### src/rtl/adex_spike_monitor.sv
// adex_spike_monitor: spike detector, ISI, windowed rate and event FIFO.
// Consumes the AdEx neuron state (v, u) and reports threshold-crossing spikes.
//
// Ports:
//   clk, reset        single clock, synchronous active-high reset
//   v, u              signed neuron state samples (16 bit)
//   spike             one-cycle pulse per detected spike
//   isi, isi_valid    cycles between the last two spikes; valid after two spikes
//   rate_count        spikes counted in the last completed window
//   rate_valid        one-cycle pulse when rate_count updates
//   ev_valid/ev_ready head of the event FIFO, handshake with the consumer
//   ev_ts, ev_u       head event timestamp and u sample (zero when empty)
//   overflow          sticky flag, set when an event is dropped
//   drop_count        dropped-event count, saturating at 255
module adex_spike_monitor #(
    parameter logic signed [15:0] V_THRESH       = 16'sd30,
    parameter logic signed [15:0] V_REARM        = -16'sd40,
    parameter int                 REFRACT_CYCLES = 8,
    parameter int                 WINDOW_CYCLES  = 1000,
    parameter int                 TS_W           = 32,
    parameter int                 CNT_W          = 16,
    parameter int                 FIFO_DEPTH     = 8
) (
    input  logic             clk,
    input  logic             reset,
    input  logic [15:0]      v,
    input  logic [15:0]      u,
    output logic             spike,
    output logic [TS_W-1:0]  isi,
    output logic             isi_valid,
    output logic [CNT_W-1:0] rate_count,
    output logic             rate_valid,
    output logic             ev_valid,
    input  logic             ev_ready,
    output logic [TS_W-1:0]  ev_ts,
    output logic [15:0]      ev_u,
    output logic             overflow,
    output logic [7:0]       drop_count
);

    localparam int PW = $clog2(FIFO_DEPTH);
    localparam int RW = $clog2(REFRACT_CYCLES + 1);
    localparam int WW = $clog2(WINDOW_CYCLES);
    localparam int EW = TS_W + 16;

    localparam logic [PW:0]   FULL_CNT = (PW + 1)'(FIFO_DEPTH);
    localparam logic [RW-1:0] RCNT_LD  = RW'(REFRACT_CYCLES - 1);
    localparam logic [WW-1:0] WIN_LAST = WW'(WINDOW_CYCLES - 1);

    typedef enum logic [1:0] {
        ARMED,
        REFRACT,
        WAIT_REARM
    } state_t;

    state_t           state_q, state_d;
    logic [RW-1:0]    rcnt_q, rcnt_d;
    logic [TS_W-1:0]  ts_q, ts_d;
    logic [TS_W-1:0]  last_ts_q, last_ts_d;
    logic             seen_q, seen_d;
    logic             spike_q, spike_d;
    logic [TS_W-1:0]  isi_q, isi_d;
    logic             isi_valid_q, isi_valid_d;
    logic [WW-1:0]    wcnt_q, wcnt_d;
    logic [CNT_W-1:0] acc_q, acc_d;
    logic [CNT_W-1:0] rate_count_q, rate_count_d;
    logic             rate_valid_q, rate_valid_d;
    logic [EW-1:0]    mem_q [FIFO_DEPTH];
    logic [EW-1:0]    mem_d [FIFO_DEPTH];
    logic [PW-1:0]    wptr_q, wptr_d;
    logic [PW-1:0]    rptr_q, rptr_d;
    logic [PW:0]      cnt_q, cnt_d;
    logic             overflow_q, overflow_d;
    logic [7:0]       drop_q, drop_d;

    logic             v_hi;
    logic             v_lo;
    logic             fire;
    logic             pop;
    logic             push;
    logic [CNT_W-1:0] acc_inc;
    logic [EW-1:0]    head;

    assign v_hi = $signed(v) >= V_THRESH;
    assign v_lo = $signed(v) < V_REARM;

    // Detection FSM: refractory countdown, then wait for v to re-arm.
    always_comb begin
        state_d = state_q;
        rcnt_d  = rcnt_q;
        fire    = 1'b0;
        unique case (state_q)
            ARMED: begin
                if (v_hi) begin
                    fire    = 1'b1;
                    rcnt_d  = RCNT_LD;
                    state_d = REFRACT;
                end
            end
            REFRACT: begin
                if (rcnt_q == '0) begin
                    state_d = v_lo ? ARMED : WAIT_REARM;
                end else begin
                    rcnt_d = rcnt_q - RW'(1);
                end
            end
            WAIT_REARM: begin
                if (v_lo) begin
                    state_d = ARMED;
                end
            end
            default: state_d = ARMED;
        endcase
    end

    // Timestamp, ISI and windowed rate.
    always_comb begin
        ts_d         = ts_q + TS_W'(1);
        last_ts_d    = last_ts_q;
        seen_d       = seen_q;
        spike_d      = fire;
        isi_d        = isi_q;
        isi_valid_d  = isi_valid_q;
        rate_count_d = rate_count_q;
        rate_valid_d = 1'b0;

        if (fire) begin
            last_ts_d = ts_q;
            seen_d    = 1'b1;
            if (seen_q) begin
                // modular difference handles timestamp wrap
                isi_d       = ts_q - last_ts_q;
                isi_valid_d = 1'b1;
            end
        end

        acc_inc = acc_q;
        if (fire && (acc_q != '1)) begin
            acc_inc = acc_q + CNT_W'(1);
        end

        if (wcnt_q == WIN_LAST) begin
            wcnt_d       = '0;
            rate_count_d = acc_inc;
            rate_valid_d = 1'b1;
            acc_d        = '0;
        end else begin
            wcnt_d = wcnt_q + WW'(1);
            acc_d  = acc_inc;
        end
    end

    // Event FIFO: a pop on a full FIFO frees the slot for a same-cycle push.
    always_comb begin
        mem_d      = mem_q;
        wptr_d     = wptr_q;
        rptr_d     = rptr_q;
        cnt_d      = cnt_q;
        overflow_d = overflow_q;
        drop_d     = drop_q;
        pop        = (cnt_q != '0) && ev_ready;
        push       = 1'b0;

        if (fire) begin
            if ((cnt_q != FULL_CNT) || pop) begin
                push          = 1'b1;
                mem_d[wptr_q] = {ts_q, u};
                wptr_d        = wptr_q + PW'(1);
            end else begin
                overflow_d = 1'b1;
                if (drop_q != 8'hff) begin
                    drop_d = drop_q + 8'd1;
                end
            end
        end

        if (pop) begin
            rptr_d = rptr_q + PW'(1);
        end

        if (push && !pop) begin
            cnt_d = cnt_q + (PW + 1)'(1);
        end else if (!push && pop) begin
            cnt_d = cnt_q - (PW + 1)'(1);
        end
    end

    always_ff @(posedge clk) begin
        if (reset) begin
            state_q      <= ARMED;
            rcnt_q       <= '0;
            ts_q         <= '0;
            last_ts_q    <= '0;
            seen_q       <= 1'b0;
            spike_q      <= 1'b0;
            isi_q        <= '0;
            isi_valid_q  <= 1'b0;
            wcnt_q       <= '0;
            acc_q        <= '0;
            rate_count_q <= '0;
            rate_valid_q <= 1'b0;
            wptr_q       <= '0;
            rptr_q       <= '0;
            cnt_q        <= '0;
            overflow_q   <= 1'b0;
            drop_q       <= '0;
        end else begin
            state_q      <= state_d;
            rcnt_q       <= rcnt_d;
            ts_q         <= ts_d;
            last_ts_q    <= last_ts_d;
            seen_q       <= seen_d;
            spike_q      <= spike_d;
            isi_q        <= isi_d;
            isi_valid_q  <= isi_valid_d;
            wcnt_q       <= wcnt_d;
            acc_q        <= acc_d;
            rate_count_q <= rate_count_d;
            rate_valid_q <= rate_valid_d;
            wptr_q       <= wptr_d;
            rptr_q       <= rptr_d;
            cnt_q        <= cnt_d;
            overflow_q   <= overflow_d;
            drop_q       <= drop_d;
        end
    end

    // Storage needs no reset: the head is masked while the FIFO is empty.
    always_ff @(posedge clk) begin
        mem_q <= mem_d;
    end

    assign head       = mem_q[rptr_q];
    assign ev_valid   = (cnt_q != '0);
    assign ev_ts      = ev_valid ? head[EW-1:16] : '0;
    assign ev_u       = ev_valid ? head[15:0] : '0;
    assign spike      = spike_q;
    assign isi        = isi_q;
    assign isi_valid  = isi_valid_q;
    assign rate_count = rate_count_q;
    assign rate_valid = rate_valid_q;
    assign overflow   = overflow_q;
    assign drop_count = drop_q;

endmodule

### config.mk
export PLATFORM = sky130hd
export DESIGN_NAME = adex_spike_monitor
export DESIGN_NICKNAME = d
export VERILOG_FILES = /design/src/rtl/adex_spike_monitor.sv
export SDC_FILE = /design/constraint.sdc
export NUM_CORES = 1
export LEC_CHECK = 0
export ABC_AREA = 0
export BUFFER_PORTS_ARGS = -buffer_cell sky130_fd_sc_hd__buf_2
export CAP_MARGIN = 15
export CORE_UTILIZATION = 30
export DETAILED_ROUTE_END_ITERATION = 16
export GPL_TIMING_DRIVEN = 0
export PLACE_DENSITY = 0.41
export RECOVER_POWER = 25
export SLEW_MARGIN = 20
export SYNTH_ARGS = -nofsm -noshare
export SYNTH_HDL_FRONTEND = slang
export SYNTH_SLANG_ARGS = --single-unit
### constraint.sdc
create_clock -name clk -period 8.84 [get_ports clk]
set_input_delay 1.768 -clock clk [delete_from_list [all_inputs] [get_ports clk]]
set_output_delay 1.768 -clock clk [all_outputs]
set_load 0.05 [all_outputs]
==> out/metrics.cfg <==
[cts]
cts_max_level=2
cts_hold_buf=0
clk-insertion-delay-late_ps=630
path_clk_slew_ps=60
cts_setup_buffers=0
cts_root_buf=clkbuf_16
cts_resized=0
cts_sinks=551
cts-buffers-inserted=59
tritoncts=built
cts_buffer_depth=3

[routing]
drtAntennaViolNets=0
vias=14300
wl_per_cell_um=20.3
drt_iter0_markers=753
dr.pass1.iters=4
viasPerCell=4.82
routed_wl_um=60100
drc=0

[synth]
synth_common_cells=edfxtp_1 (384), dfxtp_1 (167), nor2_1 (167)
synth.area.top_cells=edfxtp_1 (50%), dfxtp_1 (15%), mux4_2 (9.4%)
ys_seq_area_share_pct=64.8
async_reset_ff_share_pct=0
synth.most_common_cell=edfxtp_1
syn_inst=1665
syn-cell-area_um2=23000
synth_cell_types=66
ys_ff_latch=551
synth_enable_flop_cells=384
synth-main-ff-cell=edfxtp_1
ys_warn_count=0
synth_nets=1743
yosysTopAreaCell=edfxtp_1
synth_top_area_share_pct=50.2
synth_area_per_cell_um2=13.8

[placement]
dp_slack_ps=3530
portBuffers=142
dp_hpwl_um=43400
placedCellCount=2855
routabilityCongestion=0.804

[power_and_ir_drop]
max-vdd-ir-drop_mv=0.203
power.switching_w=0.00226
leakage_nw=9.61
p_comb_share_pct=25.5
clkPwrFrac_pct=33.9
power.density_nw_per_um2=258
swShare_pct=32.0
power_frac_seq_pct=40.6
p_int_w=0.00481
total_power_w=0.00708

[timing]
rsz0062_at_grt=no
hold_violations=0
worst_pin_slew_ps=1060
holdWs_ps=450
finalCriticalPeriod_ps=5410
worst_slack_ps=3430
timing.fmax_ghz=0.185
slew_headroom_pct=29.6
skew_ps=25.7
setup-violations-final=0
fin_crit_sh_pct=61.2
drv_slew=0

[die]
die_y_um=279
die_area_um2=77700
initial_core_util_pct=30.3
die_x_um=279
rows=101
io_pins=144
core_um2=75800

[cells_and_area]
final_util_pct=36.1
fin_nets=2016
instances_no_fill=2967
layout-drive-gt1-share_pct=21.6
syn_to_final_growth_pct=19.2

[worst_hold_path]
hp-start=isi[6]
hold_class=reg -> reg

[critical_path]
critPathLaunchType=flop
critPathKind=reg -> out
path_buf_inv=4
crit_top_cell=clkbuf_1
cp-end-kind=output pin
crit_start=rptr_q[1]
slowest_delay_ps=660
endpoint=ev_ts[24]
cp_cell_sequence=clkbuf_1, clkbuf_1, clkbuf_1, mux4_2, mux2i_1, nor2_1, buf_2
cp.arrival_ps=3650
slowest_stage=clkbuf_1
reg2reg_setup_slack_ps=5210
path_depth=7
required_ps=7070
cp_max_fo=10
rr_worst_depth=11
reg2reg_from=state_q[1]
crit_family=buffers and inverters
regToRegEndpoint=mem_q[225]

[flow_run]
cap_violations=0

[global_route]
antenna_found_initial=0
grt_usage_pct=15.5
grt_first_pass_wirelength_um=91200
grt_max_degree=18
grt_pass1_vias=14700
overflow=0

[run_status]
run_status=finished clean

[layer usage]
metal  up-vias  global-route usage [%]  part of all wire [%]
li1       6776                       -                     -
met5         -                       0                     0
met4         0                    4.24                   2.2
met3        81                    2.06                   3.3
met1      7200                    21.0                    46
met2       257                    26.2                    48
[kinds of logic (layout without fill, tap and decap cells)]
logic type / after synthesis / count (layout) / share of synthesized area [%]
flip-flops: 551 / 551 / 64.8
AND/OR/NAND/NOR: 481 / 481 / 9.36
AO/OA/AOI/OAI: 233 / 233 / 6.16
multiplexers: 149 / 149 / 11.7
buffers and inverters: 135 / 457 / 2.80
XOR/XNOR: 73 / 73 / 2.78
adder cells (fa/ha/maj): 43 / 43 / 2.41
other: 0 / 2 / 0
[how the worst min path moves through the flow]
| stage | endpoint | slack (ps) | cells after the start |
|---|---|---|---|
| detailed placement | isi[7] | 440 | 2 |
| CTS | isi[6] | 450 | 2 |
| global placement | wcnt_q[0] | 430 | 1 |
| finish | isi[6] | 450 | 2 |
| floorplan | wcnt_q[0] | 410 | 1 |
| global route | isi[6] | 470 | 2 |
[state kept, by name (all words and copies together), names as in the netlist, 2 cells and up]
register,flops
rate_count,16
state_q,2
mem_q,384
wptr_q,3
wcnt_q,10
rcnt_q,4
cnt_q,4
acc_q,16
ts_q,32
last_ts_q,32
drop_count,8
rptr_q,3
isi,32
[final cells by class]
type	count	area [um^2]
Antenna cell	2	5.00
Buffer	82	447
Clock buffer	86	1680
Clock inverter	24	200
Fill cell	7408	48400
Inverter	53	199
Multi-Input combinational cell	979	7500
Sequential cell	551	14900
Tap cell	978	1220
Timing Repair Buffer	212	1250
[power by group through the flow]
stage	clock network (W)	registers, W	logic (W)
after global routing	0.00257	0.00288	0.00195
final	0.00240	0.00287	0.00181
after global placement	0	0.00295	0.00183
after floorplan	0	0.00295	0.00131
after CTS	0.00248	0.00287	0.00187
after detailed placement	0	0.00293	0.00186
[per-stage QoR]
stage	cell area, um^2	TNS, ps
finish	27400	0
global route	27400	0
CTS	27400	0
detailed placement	25500	0
global placement	24900	-1387180
floorplan	23000	0
[tightest hold or removal path, cell delays in order (launching register included)]
cell     delay [ps]
dfxtp_1         300
nand2_1          50
a21oi_1          50
[cells in the final DEF (no fill, tap or decap), types with 4 or more instances in the layout]
| cell | synthesis | final |
|---|---|---|
| a211oi_1 | 14 | 14 |
| a21o_1 | 20 | 20 |
| a21oi_1 | 108 | 108 |
| a31oi_1 | 9 | 9 |
| and2_1 | 6 | 6 |
| and3_1 | 12 | 12 |
| buf_1 | 10 | 8 |
| buf_2 | 5 | 173 |
| buf_4 | 1 | 33 |
| buf_6 | 5 | 13 |
| clkbuf_1 | 54 | 73 |
| clkbuf_16 | 0 | 61 |
| clkbuf_8 | 6 | 11 |
| clkinv_1 | 0 | 10 |
| clkinv_2 | 0 | 9 |
| dfxtp_1 | 167 | 167 |
| edfxtp_1 | 384 | 384 |
| ha_1 | 41 | 41 |
| inv_1 | 53 | 53 |
| mux2i_1 | 53 | 53 |
| mux4_2 | 96 | 96 |
| nand2_1 | 160 | 160 |
| nand2b_1 | 5 | 5 |
| nand3_1 | 41 | 41 |
| nand4_1 | 25 | 25 |
| nor2_1 | 167 | 166 |
| nor2b_1 | 7 | 7 |
| nor3_1 | 15 | 13 |
| nor4_1 | 9 | 7 |
| o211ai_1 | 4 | 4 |
| o21a_1 | 6 | 6 |
| o21ai_0 | 42 | 42 |
| or3_1 | 16 | 16 |
| or4_1 | 4 | 4 |
| xnor2_1 | 33 | 33 |
| xor2_1 | 40 | 40 |
Power figures use the tool's default switching activity.
